==> config.mk <==
export PLATFORM = sky130hd
export DESIGN_NAME = bsg_serial_in_parallel_out_dynamic
export DESIGN_NICKNAME = d
export VERILOG_FILES = /design/src/rtl/bsg_serial_in_parallel_out_dynamic_pkg.sv /design/src/rtl/bsg_array_reverse.sv /design/src/rtl/bsg_fifo_1r1w_small.sv /design/src/rtl/bsg_serial_in_parallel_out_dynamic.sv
export SDC_FILE = /design/constraint.sdc
export NUM_CORES = 1
export LEC_CHECK = 0
export ABC_AREA = 1
export BUFFER_PORTS_ARGS = -buffer_cell sky130_fd_sc_hd__buf_2
export CAP_MARGIN = 10
export CORE_ASPECT_RATIO = 1.1
export CORE_UTILIZATION = 52
export CTS_CLUSTER_SIZE = 16
export DETAILED_ROUTE_END_ITERATION = 12
export MAX_ROUTING_LAYER = met4
export PLACE_DENSITY = 0.86
export SETUP_SLACK_MARGIN = 0.05
export SLEW_MARGIN = 20
export SYNTH_ARGS = -nofsm -noshare
export SYNTH_HDL_FRONTEND = slang
export SYNTH_SLANG_ARGS = --single-unit
export TNS_END_PERCENT = 30
==> constraint.sdc <==
create_clock -name clk_i -period 3.2 [get_ports clk_i]
set_clock_uncertainty 0.15 [all_clocks]
set_input_delay 0.16 -clock clk_i [delete_from_list [all_inputs] [get_ports clk_i]]
set_output_delay 0.16 -clock clk_i [all_outputs]
set_load 0.005 [all_outputs]
==> src/rtl/bsg_serial_in_parallel_out_dynamic_pkg.sv <==
// Shared helpers for the dynamic serial-in, parallel-out assembler.
// Holds only width arithmetic. Each block keeps its own data types.
package bsg_serial_in_parallel_out_dynamic_pkg;

    // Minimum width of 1 keeps 1-entry structures free of zero-width vectors.
    function automatic int safe_clog2(input int n);
        return (n <= 1) ? 1 : $clog2(n);
    endfunction

endpackage

==> src/rtl/bsg_array_reverse.sv <==
// Reverses the element order of a packed array of els_p words,
// each width_p bits wide.
module bsg_array_reverse #(
    parameter int width_p = 8,
    parameter int els_p   = 4
) (
    input  logic [width_p*els_p-1:0] i,
    output logic [width_p*els_p-1:0] o
);

    for (genvar k = 0; k < els_p; k++) begin : g_rev
        assign o[k*width_p +: width_p] = i[(els_p-1-k)*width_p +: width_p];
    end

endmodule

==> src/rtl/bsg_fifo_1r1w_small.sv <==
// Small circular-buffer FIFO. ready_param_o comes from registered occupancy
// only, so callers can gate pushes without creating a combinational path.
module bsg_fifo_1r1w_small
    import bsg_serial_in_parallel_out_dynamic_pkg::*;
#(
    parameter int width_p = 8,
    parameter int els_p   = 2
) (
    input  logic               clk_i,
    input  logic               reset_i,
    input  logic               v_i,
    output logic               ready_param_o,
    input  logic [width_p-1:0] data_i,
    output logic               v_o,
    output logic [width_p-1:0] data_o,
    input  logic               yumi_i
);

    localparam int ptr_w_lp = safe_clog2(els_p);
    localparam int cnt_w_lp = $clog2(els_p + 1);

    logic [width_p-1:0]  mem_r [els_p];
    logic [ptr_w_lp-1:0] rd_ptr_r, wr_ptr_r;
    logic [cnt_w_lp-1:0] count_r;
    logic                full;

    function automatic logic [ptr_w_lp-1:0] ptr_inc(input logic [ptr_w_lp-1:0] p);
        return (p == ptr_w_lp'(els_p - 1)) ? '0 : p + 1'b1;
    endfunction

    assign full          = (count_r == cnt_w_lp'(els_p));
    assign ready_param_o = ~full;
    assign v_o           = (count_r != '0);
    assign data_o        = mem_r[rd_ptr_r];

    always_ff @(posedge clk_i or posedge reset_i) begin
        if (reset_i) begin
            rd_ptr_r <= '0;
            wr_ptr_r <= '0;
            count_r  <= '0;
        end else begin
            if (v_i)
                wr_ptr_r <= ptr_inc(wr_ptr_r);
            if (yumi_i)
                rd_ptr_r <= ptr_inc(rd_ptr_r);
            case ({v_i, yumi_i})
                2'b10:   count_r <= count_r + 1'b1;
                2'b01:   count_r <= count_r - 1'b1;
                default: count_r <= count_r;
            endcase
        end
    end

    // Storage is deliberately left unreset; v_o masks stale contents.
    always_ff @(posedge clk_i) begin
        if (v_i)
            mem_r[wr_ptr_r] <= data_i;
    end

endmodule

==> src/rtl/bsg_serial_in_parallel_out_dynamic.sv <==
// Assembles variable-length packets of serial words into a max_els_p-wide
// array. Length arrives with the first word; unused slots are zero-filled.
module bsg_serial_in_parallel_out_dynamic
    import bsg_serial_in_parallel_out_dynamic_pkg::*;
#(
    parameter int  width_p       = 8,
    parameter int  max_els_p     = 4,
    parameter int  fifo_els_p    = 2,
    parameter bit  hi_to_lo_p    = 1'b0,
    localparam int lg_max_els_lp = safe_clog2(max_els_p)
) (
    input  logic                         clk_i,
    input  logic                         reset_i,
    input  logic                         v_i,
    output logic                         ready_and_o,
    input  logic [width_p-1:0]           data_i,
    input  logic [lg_max_els_lp-1:0]     len_i,
    output logic [max_els_p*width_p-1:0] data_o,
    output logic [lg_max_els_lp-1:0]     len_o,
    output logic                         v_o,
    input  logic                         yumi_i
);

    localparam int store_els_lp  = (max_els_p > 1) ? max_els_p - 1 : 1;
    localparam int pkt_width_lp  = max_els_p * width_p;
    localparam int fifo_width_lp = pkt_width_lp + lg_max_els_lp;

    logic [lg_max_els_lp-1:0] count_r, count_n;
    logic [lg_max_els_lp-1:0] len_r, len_n;
    logic [lg_max_els_lp-1:0] pkt_len;
    logic [width_p-1:0]       slot_r [store_els_lp];

    logic                     fifo_ready;
    logic                     first, last, mid_r;
    logic                     accept, push;
    logic [pkt_width_lp-1:0]  pkt_data;
    logic [pkt_width_lp-1:0]  fifo_pkt;
    logic [fifo_width_lp-1:0] fifo_data;

    assign first   = (count_r == '0);
    assign pkt_len = first ? len_i : len_r;
    assign last    = (count_r == pkt_len);

    // Middle words never reach the FIFO, so they bypass the full flag.
    // Only registered state feeds ready_and_o.
    assign mid_r       = ~first & (count_r != len_r);
    assign ready_and_o = fifo_ready | mid_r;

    assign accept = v_i & ready_and_o;
    assign push   = accept & last;

    always_comb begin
        count_n = count_r;
        len_n   = len_r;
        if (accept) begin
            if (first)
                len_n = len_i;
            if (last)
                count_n = '0;
            else
                count_n = count_r + 1'b1;
        end
    end

    always_ff @(posedge clk_i or posedge reset_i) begin
        if (reset_i) begin
            count_r <= '0;
            len_r   <= '0;
        end else begin
            count_r <= count_n;
            len_r   <= len_n;
        end
    end

    // The final word of a packet goes straight into the push, never into storage.
    always_ff @(posedge clk_i) begin
        if (accept && !last)
            slot_r[count_r] <= data_i;
    end

    for (genvar i = 0; i < max_els_p; i++) begin : g_pkt
        logic [width_p-1:0] stored;
        if (i < max_els_p - 1) begin : g_stored
            assign stored = slot_r[i];
        end else begin : g_none
            assign stored = '0;
        end
        assign pkt_data[i*width_p +: width_p] =
            (i > int'(pkt_len))   ? '0     :
            (i == int'(count_r))  ? data_i : stored;
    end

    bsg_fifo_1r1w_small #(
        .width_p (fifo_width_lp),
        .els_p   (fifo_els_p)
    ) pkt_fifo (
        .clk_i         (clk_i),
        .reset_i       (reset_i),
        .v_i           (push),
        .ready_param_o (fifo_ready),
        .data_i        ({pkt_len, pkt_data}),
        .v_o           (v_o),
        .data_o        (fifo_data),
        .yumi_i        (yumi_i)
    );

    assign {len_o, fifo_pkt} = fifo_data;

    if (hi_to_lo_p) begin : g_reverse
        bsg_array_reverse #(
            .width_p (width_p),
            .els_p   (max_els_p)
        ) out_rev (
            .i (fifo_pkt),
            .o (data_o)
        );
    end else begin : g_forward
        assign data_o = fifo_pkt;
    end

    a_yumi_needs_valid : assert property (
        @(posedge clk_i) disable iff (reset_i) yumi_i |-> v_o
    ) else $error("yumi_i asserted while v_o is low");

    if ((max_els_p & (max_els_p - 1)) != 0) begin : g_len_chk
        a_len_in_range : assert property (
            @(posedge clk_i) disable iff (reset_i)
            (accept && first) |-> (int'(len_i) < max_els_p)
        ) else $error("len_i exceeds max_els_p-1");
    end

endmodule

After elaboration in Yosys (flattened, before gate mapping)
Memory sizes are Yosys's and may differ from the RTL's.
Cells that the tools add are included.

operators by class
  reductions and logical operators = 6
  bitwise gates (word level) = 6
  $lt $le $gt $ge = 3
  equality and inequality tests = 8
  add/subtract/negate cells = 5
  multiplexer cells = 16

operators with widths
  kind                                                           count
  2-to-1 mux 8 bit                                               7
  2-to-1 mux 1 bit                                               6
  adder 2 x 1 -> 2 bit (second input constant)                   2
  equality test 2 bit (first input constant)                     2
  equality test 2 bit (second input constant)                    2
  greater-than comparator 2 bit (first input constant)           2
  zero test 2 bit                                                2
  2-to-1 mux 2 bit                                               2
  one-hot mux 2 bit (2 select lines)                             1
  nonzero test 2 bit                                             2
  AND 1 bit                                                      3
  adder 1 bit (second input constant)                            2
  equality test 1 x 2 -> 1 bit (first input constant)            1
  equality test 2 x 1 -> 1 bit (second input constant)           1
  equality test 2 bit                                            1
  greater-than comparator 1 x 2 -> 1 bit (first input constant)  1
  inequality test 2 bit                                          1
  inverter 1 bit                                                 2
  subtractor 2 x 1 -> 2 bit (second input constant)              1
  logical AND 1 bit                                              1
  zero test 1 bit                                                1
  bitwise OR 1 bit                                               1

storage, ports and cells
  output and inout bits = 36
  input bits = 14
  register bits after elaboration = 8
  memories = 2
  RAM bits = 92
  logic and storage cells = 51

memory list
  memory          depth  bits a word  read ports  clocked after memory_dff  wr ports  line                                      RTL
  pkt_fifo.mem_r  2      34           1           0                         1         bsg_fifo_1r1w_small.sv:22                 logic [width_p-1:0] mem_r [els_p];
  slot_r          3      8            3           0                         1         bsg_serial_in_parallel_out_dynamic.sv:31  logic [width_p-1:0] slot_r [store_els_lp];

Logic depth before layout (Yosys ltp)
Gate-level depths: netlist of run 1.

  word-level depth = 8
  gate-level depth with buffers = 14

Cells and area by module
A second synthesis of run 1 with hierarchy kept.

second synthesis, totals
  cell total of the unflattened synthesis = 391
  area total of the unflattened synthesis = 4347.9 sq um

by module, submodules not included
  module                              cells an instance  area each (sq um)  seq. area each (sq um)  times used
  bsg_fifo_1r1w_small                 203                2775.2             2142.1                  1
  bsg_serial_in_parallel_out_dynamic  188                1572.8             820.8                   1

Worst setup path before layout of run 1
OpenSTA, ideal clock, no wires.

  kind = flip-flop to flip-flop
  from = reg count_r[0]
  to = mem pkt_fifo.mem_r[1][0] (netlist bit), enable pin
  arrival = 2839 ps
  stages on the path, launching flop included = 12
  library setup time = 425 ps
  setup slack = -214 ps
  clock period less this slack = 3414 ps
  cell sequence = dfrtp_1 inv_1 ha_1 inv_2 nand2_2 nand2_2 nand2_1 nand2_1 nand2_2 inv_2 nand3_2 nor2_1

on the way
  elaborated cells on any way between the ends = 11
  those cells by class = 2 x eq/ne; 3 x mux; 5 x bitwise; 1 x reduce/logical

RTL lines
  item                                    line                                      RTL
  start: declaration                      bsg_serial_in_parallel_out_dynamic.sv:28  logic [lg_max_els_lp-1:0] count_r, count_n;
  start signal: assignment                bsg_serial_in_parallel_out_dynamic.sv:70  count_r <= count_n;
  zero test 2 bit                         bsg_serial_in_parallel_out_dynamic.sv:40  assign first = (count_r == '0);
  2-to-1 mux 2 bit                        --
  named net pkt_fifo.data_i[32]           bsg_fifo_1r1w_small.sv:13                 input logic [width_p-1:0] data_i,
  equality test 2 bit                     bsg_serial_in_parallel_out_dynamic.sv:42  assign last = (count_r == pkt_len);
  AND 1 bit                               bsg_serial_in_parallel_out_dynamic.sv:50  assign push = accept & last;
  2-to-1 mux 1 bit                        bsg_fifo_1r1w_small.sv:56                 if (v_i)
  2-to-1 mux 1 bit (implied by the code)  bsg_fifo_1r1w_small.sv:57                 mem_r[wr_ptr_r] <= data_i;
  end: declaration                        bsg_fifo_1r1w_small.sv:22

The timed path passes the listed nets, and every way through them passes these cells.

Worst setup path in the final report of run 1
  from = reg count_r[0]
  to = mem pkt_fifo.mem_r[0][6] (netlist bit), enable pin

The elaborated chain is that of the path after synthesis.

==> summary.md, run 1 <==
| Metric | Value |
|---|---|
| All-Layer GR Usage | `20.37%` |
| WL final | `7.431 mm` |
| RePlAce Congestion | `0.8555` |
| DRC | `0` |
| Die Span Y | `95.42 um` |
| Synth warn | `0` |
| Post-Syn Area | `4125 um2` |
| Max-Slew Margin vs Limit | `55.23%` |
| Clk_lat worst skew | `360 ps` |
| Measured slew at the worst slew-check pin | `669.0 ps` |
| Drt via density | `5.100` |
| Site row count | `33` |
| TritonCTS Buffers | `9` |
| Tcrit/Tclk final | `85.64%` |
| Slew Limit Fails | `0` |
| Power Dens Cells | `883.9 nW/um2` |
| Largest fanout on the critical path | `34` |
| Setup ws final | `459.4 ps` |
| Synthesized flop and latch total | `100` |
| Mux share of post-synthesis cell area | `9.281%` |
| Status | `finished, final reports clean` |
| Pre-CTS setup slack | `465.3 ps` |
| First-pass GRT wire length | `11.70 mm` |
| Avg Cell Area, Syn | `13.57 um2` |
| Req. time, crit path | `3060 ps` |
| Total power | `4.251 mW` |
| Antenna Cells | `0` |
| Hold WS | `72.42 ps` |
| Syn Nets | `323` |
| Synth Area in Compound Gates | `3.094%` |
| IO Pins | `50` |
| Post-layout util | `63.65%` |
| CTS sink cnt | `100` |
| Die Width | `86.92 um` |
| Max Buffers Root-to-Sink | `2` |
| DRT antenna net count | `0` |
| Post-CTS Setup Bufs | `0` |
| Initial antenna violation count | `0` |
| Filler Cells Inserted | `548` |
| Achievable Freq | `364.9 MHz` |
| Met3 Use GR | `3.810%` |
| Global routing usage on met1 | `23.13%` |
| Critical Path Source Type | `register` |
| Crit. End Element | `register` |
| Post-layout min period | `2741 ps` |
| Largest net degree at the start of global routing | `35` |
| Reg clk slew, reported paths | `90 ps` |
| Die Footprint | `8293 um2` |
| Vias in the first global route | `2,413` |
| CTS root buffer | `clkbuf_8` |
| Setup TNS Final | `0 ps` |
| Detail Placement HPWL | `4.852 mm` |
| Layout cells sized above 1 | `29.41%` |
| Hold WC Path Type | `input port to register` |
| DR WL/cell | `15.51 um` |
| Simple logic cell fraction of the synthesized area | `9.888%` |
| # nets final | `389` |
| CTS-repair resized insts | `0` |
| DR iter-0 viols | `141` |
| Core area | `7556 um2` |
| Global-route met2 utilization | `34.71%` |
| Seq/Total Area, Yosys | `71.82%` |
| Yosys cell types | `25` |
| Hold Vio Cnt, Final | `0` |
| Synth Area in Adders | `1.517%` |
| Via count | `2,443` |
| XOR/XNOR Fraction of Synth Area | `1.062%` |
| Final Setup Violations | `0` |
| Gr busiest metal | `met2` |
| Max-cap check violation count | `0` |
| Drt pass-1 iters | `4` |
| Synthesized instance count | `304` |
| Unrepaired setup endpoints after global routing | `false` |
| Setup Crit Path Kind | `register to register` |
| CTS HTree Levels | `3` |
| Buffers on Ports | `49` |
| CTS tree | `built` |
| Largest family of logic cells by synthesized area | `simple AND/OR/NAND/NOR gates` |
| Static leakage | `1.896 nW` |
| Global route overflow | `0` |
| Layout Area Growth over Synthesis | `16.59%` |
| Worst VDD drop | `485.0 uV` |
| Crit path arrival time | `2600 ps` |
| Initial Util | `54.60%` |
==> what timing repair did <==
action / 4_1_cts / 5_1_grt
setup endpoints to repair: 0 / 0
hold endpoints to repair: 34 / 0
hold buffers: 11 / 0
==> critical path: stages (launching register included) <==
cell and delay, ps:
dfrtp_1 470, inv_1 120, ha_1 290, inv_2 260, nand2_2 100, nand2_2 130, nand2_1 60, nand2_1 70
nand2_2 80, inv_2 70, nand4_1 110, inv_1 80, buf_4 380
==> cells by family (layout without fill, tap and decap cells) <==
group           after synthesis  in the layout
simple gates                100            100
flops                       100            100
compound gates               25             25
mux                          34             34
xor+xnor                      5              5
buf+inv                      35            105
fa+ha+maj                     5              5
==> final timing paths <==
path / startpoint / end / slack, ps / depth (start not counted)
worst min-delay path: len_i[0] / pkt_fifo.mem_r[0][32] / 70 / 3
max in group asynchronous: reset_i / len_r[0] / 2550 / 3
worst max-delay path: count_r[0] / pkt_fifo.mem_r[0][6] / 460 / 12
worst min register to register: pkt_fifo.rd_ptr_r / pkt_fifo.rd_ptr_r / 330 / 1
min in group asynchronous: reset_i / pkt_fifo.rd_ptr_r / 120 / 3
worst max register to register: count_r[0] / pkt_fifo.mem_r[0][6] / 460 / 12
==> per-layer routing <==
layer | up-vias | part of all wire [%]
met4 | 0 | 1.9
met5 | - | 0
met1 | 1164 | 41
li1 | 1185 | -
met3 | 14 | 4.4
met2 | 80 | 52
==> registers in the layout, indices dropped and copies added (netlist names) <==
name               cells
count_r                2
len_r                  2
pkt_fifo.count_r       2
pkt_fifo.mem_r        68
pkt_fifo.rd_ptr_r      1
pkt_fifo.wr_ptr_r      1
slot_r                24
==> stage by stage <==
stage,instances,area [um2]
floorplan,304,4128
global placement,453,4503
detailed placement,453,4503
CTS,479,4810
global route,479,4810
finish,479,4810
==> power by group <==
part / internal (mW) / switching, mW / total (mW)
Clock: 0.365 / 0.438 / 0.804
Sequential: 1.86 / 0.103 / 1.97
Combinational: 0.582 / 0.901 / 1.48
==> final cells by class <==
type / instances / area [um2] / area share, %
repair buffers: 63 / 390.4 / 8.117
multi-input cells: 169 / 1027 / 21.36
clock buffers: 9 / 123.9 / 2.575
flip-flops and latches: 100 / 2963 / 61.60
inverters: 27 / 101.3 / 2.107
well taps: 105 / 131.4 / 2.732
clock inverters: 6 / 72.57 / 1.509
==> cells in the mapped netlist (all sizes together) <==
library cell	number	area share, %
xnor2	3	0.64
mux2	34	9.3
inv	26	2.4
nor2	8	0.79
o21ai	15	1.8
or2	1	0.15
a21boi	1	0.18
xor2	2	0.42
clkinv	1	0.091
nand2	80	7.5
edfxtp	92	67
nand3	4	0.61
clkbuf	2	0.18
nor3	6	0.73
nand4	1	0.15
dfrtp	8	4.9
buf	6	0.70
ha	5	1.5
a21oi	9	1.1
==> layout by cell type (no fill, tap or decap), types with 2 or more instances in the layout <==
cell type,n
clkinvlp_4,3
nor2_2,2
nand2_1,77
nor2_1,6
inv_2,2
dlygate4sd3_1,11
a21oi_1,9
clkbuf_8,9
xor2_1,2
buf_4,2
o21ai_0,13
nand3_1,3
xnor2_1,3
mux2_2,34
dfrtp_1,8
o21ai_1,2
nor3_1,6
edfxtp_1,92
buf_2,49
ha_1,5
nand2_2,3
inv_1,24
Note: power is estimated with default switching activity, not from simulation.
==> inputs of run 2 (changes only) <==
ABC_AREA = unset   (was 1)
==> run 2 against run 1 <==
Compared with the run above:
- sequential share of layout area shrank 0.76 points
- maximum frequency rose by 0.33%
- clock-buffer cell count did not move
- synthesized area rose by 0.94%
- first-iteration DRC count is 9.2% lower
- sequential cell count unchanged
- synthesized cell count is 20% lower
- worst setup slack improved by 8.9 ps
- cell count is 12% lower
- combinational power grew 28%
- critical endpoint is now pkt_fifo.count_r[1]
==> summary.md, run 2 <==
| Metric | Value |
|---|---|
| Slowest cell on crit path | `ha_1` |
| Largest registers | `pkt_fifo.mem_r x68, slot_r x24` |
| Synth warn | `0` |
| Top-area cell type share of the netlist area | `66.35%` |
| Die Footprint | `8370 um2` |
| Post-synth EDFFs | `92` |
| Max-cap check violation count | `0` |
| Tcrit/Tclk final | `85.36%` |
| Setup Crit Path Kind | `register to register` |
| CTS tree | `built` |
| Reg2Reg Depth | `8` |
| Post-Syn Area | `4164 um2` |
| Post-synth top cells | `edfxtp_1, mux2_2, nor2_1` |
| Core area | `7597 um2` |
| Layout cells sized above 1 | `39.68%` |
| Number of flip-flops in the largest register | `68` |
| Placed cells | `392` |
| Drt via density | `5.281` |
| Hold WS | `132.9 ps` |
| Initial antenna violation count | `0` |
| Async SR Flop Fraction | `8.000%` |
| Req. time, crit path | `3330 ps` |
| Via count | `2,218` |
| Unrepaired setup endpoints after global routing | `false` |
| Yosys cell types | `31` |
| Top_reg_cell synth | `edfxtp_1` |
| Max-Slew Margin vs Limit | `48.69%` |
| Largest area contributor in the netlist | `edfxtp_1` |
| Slew Limit Fails | `0` |
| Hold WC Path Type | `input port to asynchronous set/reset pin` |
| DRC | `0` |
| DR iter-0 viols | `128` |
| Achievable Freq | `366.1 MHz` |
| CTS HTree Levels | `3` |
| Post-CTS Setup Bufs | `0` |
| # nets final | `329` |
| Site row count | `33` |
| Crit path buffers/inverters | `1` |
| All-Layer GR Usage | `18.79%` |
| Synthesized flop and latch total | `100` |
| WL final | `7.118 mm` |
| First-pass GRT wire length | `11.07 mm` |
| Biggest register | `pkt_fifo.mem_r` |
| Layout Area Growth over Synthesis | `16.95%` |
| Clk_lat worst skew | `370 ps` |
| IO Pins | `50` |
| Max Buffers Root-to-Sink | `2` |
| Worst path most repeated cell | `ha_1` |
| Leading cell type in the layout, fill and taps excluded | `edfxtp_1` |
| Post-layout util | `64.10%` |
| Global route overflow | `0` |
| Largest net degree at the start of global routing | `35` |
| Status | `finished, final reports clean` |
| Detail Placement HPWL | `4.688 mm` |
| Synth top area cells | `edfxtp_1, mux2_2, dfrtp_1` |
| Critical path depth | `8` |
| Power Dens Cells | `993.0 nW/um2` |
| Crit path arrival time | `2860 ps` |
| Commonest cells after routing, fill and taps aside | `edfxtp_1, buf_2, mux2_2` |
| Initial Util | `54.81%` |
| Syn Nets | `261` |
| Synthesized instance count | `242` |
| Static leakage | `1.785 nW` |
| CTS sink cnt | `100` |
| Die Width | `87.32 um` |
| Final Setup Violations | `0` |
| Drt pass-1 iters | `4` |
| DRT antenna net count | `0` |
| Post-layout min period | `2732 ps` |
| Hold Vio Cnt, Final | `0` |
| Max incr delay on CP | `490 ps` |
| Antenna Cells | `0` |
| Vias in the first global route | `2,274` |
| Die Span Y | `95.86 um` |
| Avg Cell Area, Syn | `17.21 um2` |
| Reg clk slew, reported paths | `90 ps` |
| Buffers on Ports | `49` |
| TritonCTS Buffers | `9` |
| Critical Path Source Type | `register` |
| DR WL/cell | `16.95 um` |
| Worst VDD drop | `632.0 uV` |
| RePlAce Congestion | `0.8105` |
| Family with the most delay on the worst path | `adder cells` |
| Measured slew at the worst slew-check pin | `761.6 ps` |
| Setup ws final | `468.4 ps` |
| Seq/Total Area, Yosys | `71.15%` |
| Crit-path cells | `inv_1 -> ha_1 -> mux2i_4 -> xnor2_2 -> o211ai_2 -> ha_1 -> nor2_1 -> xor2_1` |
| Largest fanout on the critical path | `10` |
| Fin cells | `420` |
| CTS root buffer | `clkbuf_8` |
| Crit. End Element | `register` |
| Pre-CTS setup slack | `501.3 ps` |
| Most common cell in the netlist | `edfxtp_1` |
run 2: routing by layer:
layer	up-vias	track usage, %	part of all wire [%]
met5	-	-	0
met4	0	8.333	1.7
met3	11	3.002	3.0
met2	52	33.66	53
met1	1108	20.68	42
li1	1047	-	-
run 2: cells by family (layout without fill, tap and decap cells):
family,Yosys count,after routing,share of synthesized area (%)
xor+xnor,9,9,2.073
mux,63,63,16.89
compound gates,9,9,1.893
fa+ha+maj,5,5,1.502
buf+inv,16,89,1.833
simple gates,40,40,4.657
flops,100,100,71.15
run 2: through the flow:
stage               area (um2)  setup TNS (ps)  total power [mW]
finish                    4870               0             4.836
global route              4870               0             5.120
CTS                       4862               0             4.883
detailed placement        4558               0             4.135
global placement          4558               0             4.037
floorplan                 4164          -19900             3.506
run 2: path summary, 6_finish.rpt:
path	slack, ps	endpoint	startpoint
setup / recovery	470	pkt_fifo.count_r[1]	count_r[0]
hold / removal	130	pkt_fifo.count_r[0]	reset_i
setup reg to reg	470	pkt_fifo.count_r[1]	count_r[0]
hold reg to reg	330	pkt_fifo.rd_ptr_r	pkt_fifo.rd_ptr_r
max in group asynchronous	2530	pkt_fifo.wr_ptr_r	reset_i
min in group clk_i	140	count_r[1]	v_i
run 2: layout make-up:
cell class / instances / area (um2)
Timing Repair Buffer: 66 / 427.9
Clock buffer: 9 / 123.9
Fill cell: 570 / 2728
Sequential cell: 100 / 2963
Clock inverter: 7 / 60.06
Inverter: 7 / 26.28
Multi-Input combinational cell: 126 / 1137
Tap cell: 105 / 131.4
run 2: power breakdown:
part / internal [mW] / switching [mW]
Sequential: 2.05 / 0.152
Clock: 0.295 / 0.440
Combinational: 0.886 / 1.02
run 2: timing repair:
item	4_1_cts	5_1_grt
hold endpoints to repair	35	0
setup endpoints to repair	0	0
resized for setup	0	0
hold buffers	12	0
run 2: worst reg2reg max path: stages (launching register included):
cell and delay [ps]:
dfrtp_1 430, inv_1 180, ha_1 490, mux2i_4 340, xnor2_2 180, o211ai_2 220
ha_1 350, nor2_1 140, xor2_1 170
